===== src/rtl/regbank_pkg.sv =====
// rtl/regbank_pkg.sv - shared constants and helpers for the multi-port register bank
package regbank_pkg;

  localparam int DATA_W_DEF   = 16;
  localparam int NUM_REGS_DEF = 8;
  localparam int PC_STEP_DEF  = 1;

  // Number of bits needed to index 'value' entries (value >= 2).
  function automatic int clog2(input int value);
    int result;
    int rem;
    result = 0;
    rem    = value - 1;
    while (rem > 0) begin
      result = result + 1;
      rem    = rem >> 1;
    end
    return result;
  endfunction

  localparam int IDX_W = clog2(NUM_REGS_DEF);

endpackage


===== src/rtl/regbank_mp_if.sv =====
// rtl/regbank_mp_if.sv - decoder/control side bus of the register bank
interface regbank_mp_if
  import regbank_pkg::*;
#(
  parameter int DATA_W   = DATA_W_DEF,
  parameter int NUM_REGS = NUM_REGS_DEF,
  parameter int SEL_W    = clog2(NUM_REGS)
);

  logic              wr_en;
  logic [SEL_W-1:0]  wr_sel;
  logic [DATA_W-1:0] wr_data;
  logic [SEL_W-1:0]  rd_sel_a;
  logic [SEL_W-1:0]  rd_sel_b;
  logic [DATA_W-1:0] rd_data_a;
  logic [DATA_W-1:0] rd_data_b;
  logic              rd_busy_a;
  logic              rd_busy_b;
  logic              incr_pc;
  logic              mark_en;
  logic [SEL_W-1:0]  mark_sel;
  logic [DATA_W-1:0] pc_data;
  logic [NUM_REGS-1:0] busy_vec;

  // Control unit side: issues writes, marks, increments and read selects.
  modport master (
    output wr_en, wr_sel, wr_data, rd_sel_a, rd_sel_b, incr_pc, mark_en, mark_sel,
    input  rd_data_a, rd_data_b, rd_busy_a, rd_busy_b, pc_data, busy_vec
  );

  // Register bank side.
  modport slave (
    input  wr_en, wr_sel, wr_data, rd_sel_a, rd_sel_b, incr_pc, mark_en, mark_sel,
    output rd_data_a, rd_data_b, rd_busy_a, rd_busy_b, pc_data, busy_vec
  );

endinterface


===== src/rtl/regbank_scoreboard.sv =====
// rtl/regbank_scoreboard.sv - per-register busy bits with mark-over-write priority
module regbank_scoreboard
  import regbank_pkg::*;
#(
  parameter int NUM_REGS = NUM_REGS_DEF,
  parameter int SEL_W    = clog2(NUM_REGS)
) (
  input  logic                clk,
  input  logic                rst,
  input  logic                wr_en,
  input  logic [SEL_W-1:0]    wr_sel,
  input  logic                mark_en,
  input  logic [SEL_W-1:0]    mark_sel,
  input  logic [SEL_W-1:0]    rd_sel_a,
  input  logic [SEL_W-1:0]    rd_sel_b,
  output logic [NUM_REGS-1:0] busy_vec,
  output logic                busy_a,
  output logic                busy_b
);

  logic [NUM_REGS-1:0] busy;

  // A write retires its register; a mark issued in the same cycle is applied last so it wins.
  always_ff @(posedge clk or posedge rst) begin
    if (rst) begin
      busy <= '0;
    end else begin
      if (wr_en)   busy[wr_sel]   <= 1'b0;
      if (mark_en) busy[mark_sel] <= 1'b1;
    end
  end

  assign busy_vec = busy;
  assign busy_a   = busy[rd_sel_a];
  assign busy_b   = busy[rd_sel_b];

endmodule


===== src/rtl/regbank_mp.sv =====
// rtl/regbank_mp.sv - register bank with PC auto-increment and busy scoreboard; REGBANK_BYPASS_EN adds write-to-read forwarding
module regbank_mp
  import regbank_pkg::*;
#(
  parameter int DATA_W   = DATA_W_DEF,
  parameter int NUM_REGS = NUM_REGS_DEF,
  parameter int PC_IDX   = NUM_REGS - 1,
  parameter int PC_STEP  = PC_STEP_DEF
) (
  input logic        clk,
  input logic        reset_n,
  regbank_mp_if.slave bus
);

  localparam int SEL_W = clog2(NUM_REGS);

  logic [DATA_W-1:0] regs [NUM_REGS];
  logic              sb_busy_a;
  logic              sb_busy_b;
  logic [DATA_W-1:0] data_a;
  logic [DATA_W-1:0] data_b;
  logic [DATA_W-1:0] pc_val;
  logic              busy_a;
  logic              busy_b;

  // Data array: the increment is issued first so a same-cycle PC write overrides it.
  always_ff @(posedge clk or posedge reset_n) begin
    if (reset_n) begin
      for (int i = 0; i < NUM_REGS; i++) regs[i] <= '0;
    end else begin
      if (bus.incr_pc) regs[PC_IDX] <= regs[PC_IDX] + DATA_W'(PC_STEP);
      if (bus.wr_en)   regs[bus.wr_sel] <= bus.wr_data;
    end
  end

  regbank_scoreboard #(
    .NUM_REGS (NUM_REGS),
    .SEL_W    (SEL_W)
  ) u_scoreboard (
    .clk      (clk),
    .rst      (reset_n),
    .wr_en    (bus.wr_en),
    .wr_sel   (bus.wr_sel),
    .mark_en  (bus.mark_en),
    .mark_sel (bus.mark_sel),
    .rd_sel_a (bus.rd_sel_a),
    .rd_sel_b (bus.rd_sel_b),
    .busy_vec (bus.busy_vec),
    .busy_a   (sb_busy_a),
    .busy_b   (sb_busy_b)
  );

  // Read ports: stored state, optionally overridden by the write in flight this cycle.
  always_comb begin
    data_a = regs[bus.rd_sel_a];
    data_b = regs[bus.rd_sel_b];
    pc_val = regs[PC_IDX];
    busy_a = sb_busy_a;
    busy_b = sb_busy_b;
`ifdef REGBANK_BYPASS_EN
    // Forwarded data is final; its busy bit shows the post-edge value (a same-index mark keeps it set).
    if (bus.wr_en && (bus.wr_sel == bus.rd_sel_a)) begin
      data_a = bus.wr_data;
      busy_a = bus.mark_en && (bus.mark_sel == bus.rd_sel_a);
    end
    if (bus.wr_en && (bus.wr_sel == bus.rd_sel_b)) begin
      data_b = bus.wr_data;
      busy_b = bus.mark_en && (bus.mark_sel == bus.rd_sel_b);
    end
    if (bus.wr_en && (bus.wr_sel == SEL_W'(PC_IDX))) begin
      pc_val = bus.wr_data;
    end
`endif
  end

  assign bus.rd_data_a = data_a;
  assign bus.rd_data_b = data_b;
  assign bus.rd_busy_a = busy_a;
  assign bus.rd_busy_b = busy_b;
  assign bus.pc_data   = pc_val;

endmodule


===== src/flat_wrapper.sv =====
// flat-port wrapper written by rule: the top's interface ports become plain ports
module regbank_mp_flat import regbank_pkg::*;
#(
  parameter int DATA_W   = DATA_W_DEF,
  parameter int NUM_REGS = NUM_REGS_DEF,
  parameter int PC_IDX   = NUM_REGS - 1,
  parameter int PC_STEP  = PC_STEP_DEF
)
  (clk, reset_n, bus_wr_en, bus_wr_sel, bus_wr_data, bus_rd_sel_a, bus_rd_sel_b, bus_incr_pc, bus_mark_en, bus_mark_sel, bus_rd_data_a, bus_rd_data_b, bus_rd_busy_a, bus_rd_busy_b, bus_pc_data, bus_busy_vec);
  regbank_mp_if #(.DATA_W(DATA_W), .NUM_REGS(NUM_REGS)) bus_i ();
  input logic clk;
  input logic reset_n;
  input wire logic [$bits(bus_i.wr_en)-1:0] bus_wr_en;
  input wire logic [$bits(bus_i.wr_sel)-1:0] bus_wr_sel;
  input wire logic [$bits(bus_i.wr_data)-1:0] bus_wr_data;
  input wire logic [$bits(bus_i.rd_sel_a)-1:0] bus_rd_sel_a;
  input wire logic [$bits(bus_i.rd_sel_b)-1:0] bus_rd_sel_b;
  input wire logic [$bits(bus_i.incr_pc)-1:0] bus_incr_pc;
  input wire logic [$bits(bus_i.mark_en)-1:0] bus_mark_en;
  input wire logic [$bits(bus_i.mark_sel)-1:0] bus_mark_sel;
  output wire logic [$bits(bus_i.rd_data_a)-1:0] bus_rd_data_a;
  output wire logic [$bits(bus_i.rd_data_b)-1:0] bus_rd_data_b;
  output wire logic [$bits(bus_i.rd_busy_a)-1:0] bus_rd_busy_a;
  output wire logic [$bits(bus_i.rd_busy_b)-1:0] bus_rd_busy_b;
  output wire logic [$bits(bus_i.pc_data)-1:0] bus_pc_data;
  output wire logic [$bits(bus_i.busy_vec)-1:0] bus_busy_vec;
  assign bus_i.wr_en = bus_wr_en;
  assign bus_i.wr_sel = bus_wr_sel;
  assign bus_i.wr_data = bus_wr_data;
  assign bus_i.rd_sel_a = bus_rd_sel_a;
  assign bus_i.rd_sel_b = bus_rd_sel_b;
  assign bus_i.incr_pc = bus_incr_pc;
  assign bus_i.mark_en = bus_mark_en;
  assign bus_i.mark_sel = bus_mark_sel;
  assign bus_rd_data_a = bus_i.rd_data_a;
  assign bus_rd_data_b = bus_i.rd_data_b;
  assign bus_rd_busy_a = bus_i.rd_busy_a;
  assign bus_rd_busy_b = bus_i.rd_busy_b;
  assign bus_pc_data = bus_i.pc_data;
  assign bus_busy_vec = bus_i.busy_vec;
  regbank_mp #(.DATA_W(DATA_W), .NUM_REGS(NUM_REGS), .PC_IDX(PC_IDX), .PC_STEP(PC_STEP)) u_core (.clk(clk), .reset_n(reset_n), .bus(bus_i));
endmodule

===== config.mk =====
export PLATFORM = sky130hd
export DESIGN_NAME = regbank_mp_flat
export DESIGN_NICKNAME = d
export VERILOG_FILES = /design/src/rtl/regbank_pkg.sv /design/src/rtl/regbank_mp_if.sv /design/src/rtl/regbank_scoreboard.sv /design/src/rtl/regbank_mp.sv /design/src/flat_wrapper.sv
export SDC_FILE = /design/constraint.sdc
export NUM_CORES = 1
export LEC_CHECK = 0
export ABC_CLOCK_PERIOD_IN_PS = 5800
export BUFFER_PORTS_ARGS = -buffer_cell sky130_fd_sc_hd__buf_2
export CORE_ASPECT_RATIO = 0.6
export CORE_MARGIN = 2
export CORE_UTILIZATION = 61
export CTS_BUF_LIST = sky130_fd_sc_hd__clkbuf_4 sky130_fd_sc_hd__clkbuf_8
export CTS_CLUSTER_DIAMETER = 120
export DETAILED_ROUTE_END_ITERATION = 10
export PLACE_DENSITY = 0.82
export REMOVE_ABC_BUFFERS = 1
export SYNTH_ARGS = -nofsm -noshare
export SYNTH_HDL_FRONTEND = slang
export SYNTH_HIERARCHICAL = 1
export SYNTH_SLANG_ARGS = --single-unit

===== constraint.sdc =====
create_clock -name clk -period 5.8 [get_ports clk]
set_input_delay 1.16 -clock clk [delete_from_list [all_inputs] [get_ports clk]]
set_output_delay 1.16 -clock clk [all_outputs]
set_load 0.01 [all_outputs]

# Word-level counts from Yosys, hierarchy flattened
# Index checks and enable logic that the tools add are counted.
[classes]
addsub = 1
order_cmp = 10
mux = 21
bitwise = 6
reduce_logical = 3
[ops]
columns = ["cell", "count"]
rows = [
  ["128-bit bitwise mux", 1],
  ["16-bit 2-to-1 mux", 7],
  ["16-bit binary-select mux with 3-bit select", 2],
  ["16-bit demux with 3-bit select", 1],
  ["16-bit by 1-bit adder with 16-bit output (second input constant)", 1],
  ["3-bit by 4-bit less-than comparator with 1-bit output (second input constant)", 4],
  ["8-bit 2-to-1 mux", 2],
  ["4-bit >= comparator (second input constant)", 3],
  ["3-bit inverter with 4-bit output", 3],
  ["8-bit AND", 1],
  ["8-bit inverter", 1],
  ["8-bit OR", 1],
  ["1-bit binary-select mux with 3-bit select", 2],
  ["1-bit demux with 3-bit select", 2],
  ["3-bit by 1-bit >= comparator with 1-bit output (second input constant)", 2],
  ["4-bit by 1-bit less-than comparator with 1-bit output (second input constant)", 1],
  ["1-bit 2-to-1 mux", 4],
  ["1-bit logical AND", 3],
]
[totals]
register_bits = 136
input_bits = 33
output_inout_bits = 58
wordCells = 50

# Depth between registers and ports, before layout
[logic_depth]
word_depth = 9
depth_mapped = 5
mapped_depth_nobuf = 5

# Modules after synthesis
# Netlist, hierarchy kept.
[modules_own_cells]
columns = ["module", "n_inst", "cells_per_inst", "area_per_inst_um2", "seq_area_each_um2"]
rows = [
  ["regbank_mp", 1, 472, 7475.9, 3203.1],
  ["regbank_scoreboard", 1, 37, 513.0, 200.2],
]

# Worst setup path after synthesis
# No wires, ideal clock.
[synth_path]
path_type = "in2out"
from = "input bus_rd_sel_a[0]"
to = "output bus_rd_data_a[0]"
arrival_ns = 2.225
t_required_ns = 4.640
setup_slack_ns = 2.415
cell_stages = 4
path_buffers = 2
cell_sequence = "buf_6 -> buf_6 -> mux4_1 -> mux2_2"
[synth_via]
elab_chain_len = 4
[synth_rtl]
columns = ["element", "line", "text"]
rows = [
  ["from (decl)", "flat_wrapper.sv:16", "input wire logic [$bits(bus_i.rd_sel_a)-1:0] bus_rd_sel_a;"],
  ["3-bit inverter with 4-bit output (not written as such)", "regbank_mp.sv:55", "data_a = regs[bus.rd_sel_a];"],
  ["16-bit binary-select mux with 3-bit select", "regbank_mp.sv:55", ""],
  ["16-bit 2-to-1 mux (not written as such) (2 in a row)", "regbank_mp.sv:55", ""],
  ["to (decl)", "flat_wrapper.sv:21", "output wire logic [$bits(bus_i.rd_data_a)-1:0] bus_rd_data_a;"],
]
# No other way between the ends. The select of a mux whose other input is x is not followed.

# Worst setup path in the final report
# Same ends and word-level chain as after synthesis.

==> flow_metrics.env <==
export IMPL_combPwrFrac=0.296
export IMPL_reg2reg_depth=5
export IMPL_post_synth_instance_area_mm2=0.00799
export IMPL_maxCapViolations=0
export IMPL_setup_tns_ns=0
export IMPL_largest_family_of_logic_cells_by_synthesized_area="multiplexers"
export IMPL_area_delta_synth_final_pct=8.93
export IMPL_final_period_utilization=0.733
export IMPL_slew_limit_headroom=0.138
export IMPL_outcome="completed"
export IMPL_drcViolationCount=0
export IMPL_stdcell_count=753
export IMPL_grt_util_all_layers=0.282
export IMPL_post_cts_repair_setup_buffers=0
export IMPL_post_synthesis_area_per_instance_um2=15.7
export IMPL_endpoint_kind="output port"
export IMPL_fp_row_count=32
export IMPL_cts_hold_buffers=0
export IMPL_synth_seq_cells=136
export IMPL_antenna_found_initial=0
export IMPL_clkPwrFrac=0.246
export IMPL_clk_transition_reported_paths_ns=0.08
export IMPL_num_vias=5041
export IMPL_routed_wirelength_um=18700
export IMPL_power_sequential_fraction=0.457
export IMPL_p_sw_frac=0.328
export IMPL_final_cell_mix="sky130_fd_sc_hd__mux2_2 (137), sky130_fd_sc_hd__dfrtp_1 (136), sky130_fd_sc_hd__buf_2 (90)"
export IMPL_crit_chain="buf_2 > mux4_1 > mux2_2 > buf_2"
export IMPL_cts_root_buffer_cell="sky130_fd_sc_hd__clkbuf_8"
export IMPL_synth_lib_cells_used_distinct=36
export IMPL_ant_nets=0
export IMPL_layout_commonest_cell="sky130_fd_sc_hd__mux2_2"
export IMPL_antennaDiodeCount=0
export IMPL_port_buffers=90
export IMPL_ir_worst_vdd_uv=173
export IMPL_synth_warnings=6
export IMPL_setup_viol_count_final=0
export IMPL_drtIter0Drc=324
export IMPL_routed_via_density=6.69
export IMPL_final_period_minus_worst_setup_slack_ns=4.25
export IMPL_timing_critical_path_slowest_stage_cell="sky130_fd_sc_hd__buf_2"
export IMPL_effective_utilization_at_floorplan=0.624
export IMPL_finClkSkew_ns=0.0120
export IMPL_tritoncts="built"
export IMPL_holdCritPathClass="reg -> reg"
export IMPL_die_w_um=152
export IMPL_synthXorXnorAreaFrac=0.0164
export IMPL_reg2reg_slack_ns=4.08
export IMPL_y_dimension_of_the_die_um=92.6
export IMPL_finalMaxSlewViolations=0
export IMPL_detail_route_wl_per_cell_um=24.8
export IMPL_power_switching_mw=1.02
export IMPL_htree_levels=4
export IMPL_report_final_hold_viol_count=0
export IMPL_floorplan_die_area_mm2=0.0141
export IMPL_dr_pass1_iterations=4
export IMPL_synth_adder_area_share=0.00157
export IMPL_clockBufferDepth=2
export IMPL_synth_seq_area_share=0.426
export IMPL_placed_cells_incl_taps=721
export IMPL_globalRoute_totalOverflow=0
export IMPL_clock_sinks=136
export IMPL_holdPathStages=1
export IMPL_cts_resized=0
export IMPL_hold_worst_slack_ns=0.514
export IMPL_finish_net_count=604
export IMPL_coreArea_mm2=0.0128
export IMPL_worst_setup_path_type="in -> out"
export IMPL_required_ns=4.64
export IMPL_placement_cell_area_mm2=0.00832
export IMPL_largest_net_degree_at_the_start_of_global_routing=82
export IMPL_total_cts_buffers=17
export IMPL_synth_simple_area_share=0.0608
export IMPL_syn_inst=509
export IMPL_synth_compound_area_share=0.0194
export IMPL_internal_power_contribution_mw=2.09
export IMPL_fin_area_mm2=0.00870
export IMPL_totalPowerFinal_mw=3.12
export IMPL_final_layout_size_suffix_gt1_frac=0.477
export IMPL_fmaxAchievable_ghz=0.235
export IMPL_place_detailed_hpwl_um=11800
export IMPL_number_of_global_route_vias_before_repair=5163
export IMPL_io_pin_count=91
export IMPL_largest_fanout_on_the_critical_path=34
export IMPL_clock_insertion_delay_worst_skew_ns=0.45
export IMPL_gp_congestion=0.924
export IMPL_tightestPinTransition_ns=1.29
export IMPL_global_route_wire_length_before_repair_um=29000
export IMPL_cp_start_kind="input pin"
export IMPL_worstPathArrival_ns=3.09
export IMPL_pwr_density_cell_mw_per_mm2=358
export IMPL_muxShareOfSynthArea=0.430
export IMPL_rsz0062_at_grt="false"
export IMPL_total_leakage_power_nw=3.77
export IMPL_critical_path_top_cell_by_count="sky130_fd_sc_hd__buf_2"
export IMPL_cp_slowest_stage_delay_ns=0.79
[worst max-delay path: cells and delay by family]
| kind | cells | cell delay (ns) |
|---|---|---|
| buffers and inverters | 2 | 0.93 |
| muxes | 2 | 0.96 |
[final cells by class]
type	instances	area (um^2)
multi-input cells	319	4220
well taps	170	213
clock inverters	15	151
fillers	907	4110
flip-flops and latches	136	3400
repair buffers	92	465
inverters	4	17.5
clock buffers	17	234
[power groups by stage]
stage               logic [mW]  registers (mW)  clock network [mW]
floorplan                0.619            1.37                   0
global placement         0.880            1.40                   0
detailed placement       0.924            1.44                   0
CTS                      0.928            1.42               0.781
global route             0.995            1.45               0.829
finish                   0.924            1.42               0.768
[flip-flops by register name, indices dropped and copies added (netlist names)]
signal and count:
u_core/bus.pc_data 16, u_core/regs 112, u_core/u_scoreboard/busy_vec 8
[per-layer routing]
| layer | vias to the layer above | GRT usage | share of wire |
|---|---|---|---|
| met4 | 0 | 0.0787 | 0.011 |
| met5 | - | 0 | 0 |
| li1 | 2147 | - | - |
| met3 | 17 | 0.0606 | 0.057 |
| met1 | 2709 | 0.415 | 0.46 |
| met2 | 168 | 0.431 | 0.48 |
[per-stage QoR]
step | utilization | setup slack (ns)
6_report | 0.679 | 1.55
5_1_grt | 0.679 | 1.48
3_3_place_gp | 0.649 | 1.62
2_1_floorplan | - | 1.23
4_1_cts | 0.679 | 1.56
3_5_place_dp | 0.649 | 1.56
[synth_stat cells]
library cell | instances | area share
sky130_fd_sc_hd__mux2_1 | 9 | 0.013
sky130_fd_sc_hd__nand4_4 | 2 | 0.0053
sky130_fd_sc_hd__nand2b_4 | 1 | 0.0017
sky130_fd_sc_hd__a32o_1 | 4 | 0.0050
sky130_fd_sc_hd__nand2_1 | 8 | 0.0038
sky130_fd_sc_hd__buf_1 | 1 | 0.00047
sky130_fd_sc_hd__ha_1 | 1 | 0.0016
sky130_fd_sc_hd__mux2_2 | 137 | 0.19
sky130_fd_sc_hd__o2bb2ai_1 | 1 | 0.0011
sky130_fd_sc_hd__buf_4 | 22 | 0.021
sky130_fd_sc_hd__nor3_1 | 4 | 0.0025
sky130_fd_sc_hd__nand4b_2 | 3 | 0.0056
sky130_fd_sc_hd__clkbuf_2 | 1 | 0.00063
sky130_fd_sc_hd__xor2_1 | 4 | 0.0044
sky130_fd_sc_hd__nor3_4 | 2 | 0.0041
sky130_fd_sc_hd__buf_2 | 11 | 0.0069
sky130_fd_sc_hd__a21oi_1 | 16 | 0.010
sky130_fd_sc_hd__dfrtp_1 | 136 | 0.43
sky130_fd_sc_hd__nand4_1 | 6 | 0.0047
sky130_fd_sc_hd__inv_1 | 4 | 0.0019
sky130_fd_sc_hd__nand4b_1 | 3 | 0.0033
sky130_fd_sc_hd__buf_6 | 9 | 0.013
sky130_fd_sc_hd__clkbuf_1 | 6 | 0.0028
sky130_fd_sc_hd__or4b_1 | 1 | 0.0013
sky130_fd_sc_hd__mux4_1 | 66 | 0.22
sky130_fd_sc_hd__nand4bb_1 | 3 | 0.0042
sky130_fd_sc_hd__mux2i_1 | 1 | 0.0013
sky130_fd_sc_hd__xnor2_1 | 11 | 0.012
sky130_fd_sc_hd__nand3_1 | 2 | 0.0013
sky130_fd_sc_hd__nor3b_4 | 2 | 0.0047
sky130_fd_sc_hd__nor2_1 | 19 | 0.0089
sky130_fd_sc_hd__mux4_2 | 2 | 0.0056
sky130_fd_sc_hd__a22o_1 | 3 | 0.0033
sky130_fd_sc_hd__and3_1 | 1 | 0.00078
sky130_fd_sc_hd__nor2b_1 | 3 | 0.0023
sky130_fd_sc_hd__nor4_2 | 4 | 0.0063
[final timing paths]
kind	startpoint	end
hold / removal	u_core/regs[96]	u_core/regs[96]
min in group asynchronous	reset_n	u_core/u_scoreboard/busy_vec[4]
hold reg to reg	u_core/regs[96]	u_core/regs[96]
setup reg to reg	u_core/bus.pc_data[0]	u_core/bus.pc_data[14]
setup / recovery	bus_rd_sel_a[0]	bus_rd_data_a[0]
max in group asynchronous	reset_n	u_core/regs[34]
[cells by family (layout without fill, tap and decap cells)]
| group | count (synthesis) | count (layout) |
|---|---|---|
| XOR/XNOR | 15 | 15 |
| flip-flops | 136 | 136 |
| multiplexers | 215 | 215 |
| buffers and inverters | 54 | 128 |
| AND/OR/NAND/NOR | 64 | 64 |
| adder cells (fa/ha/maj) | 1 | 1 |
| AO/OA/AOI/OAI | 24 | 24 |
No activity file was read; power rests on OpenSTA's default activity.
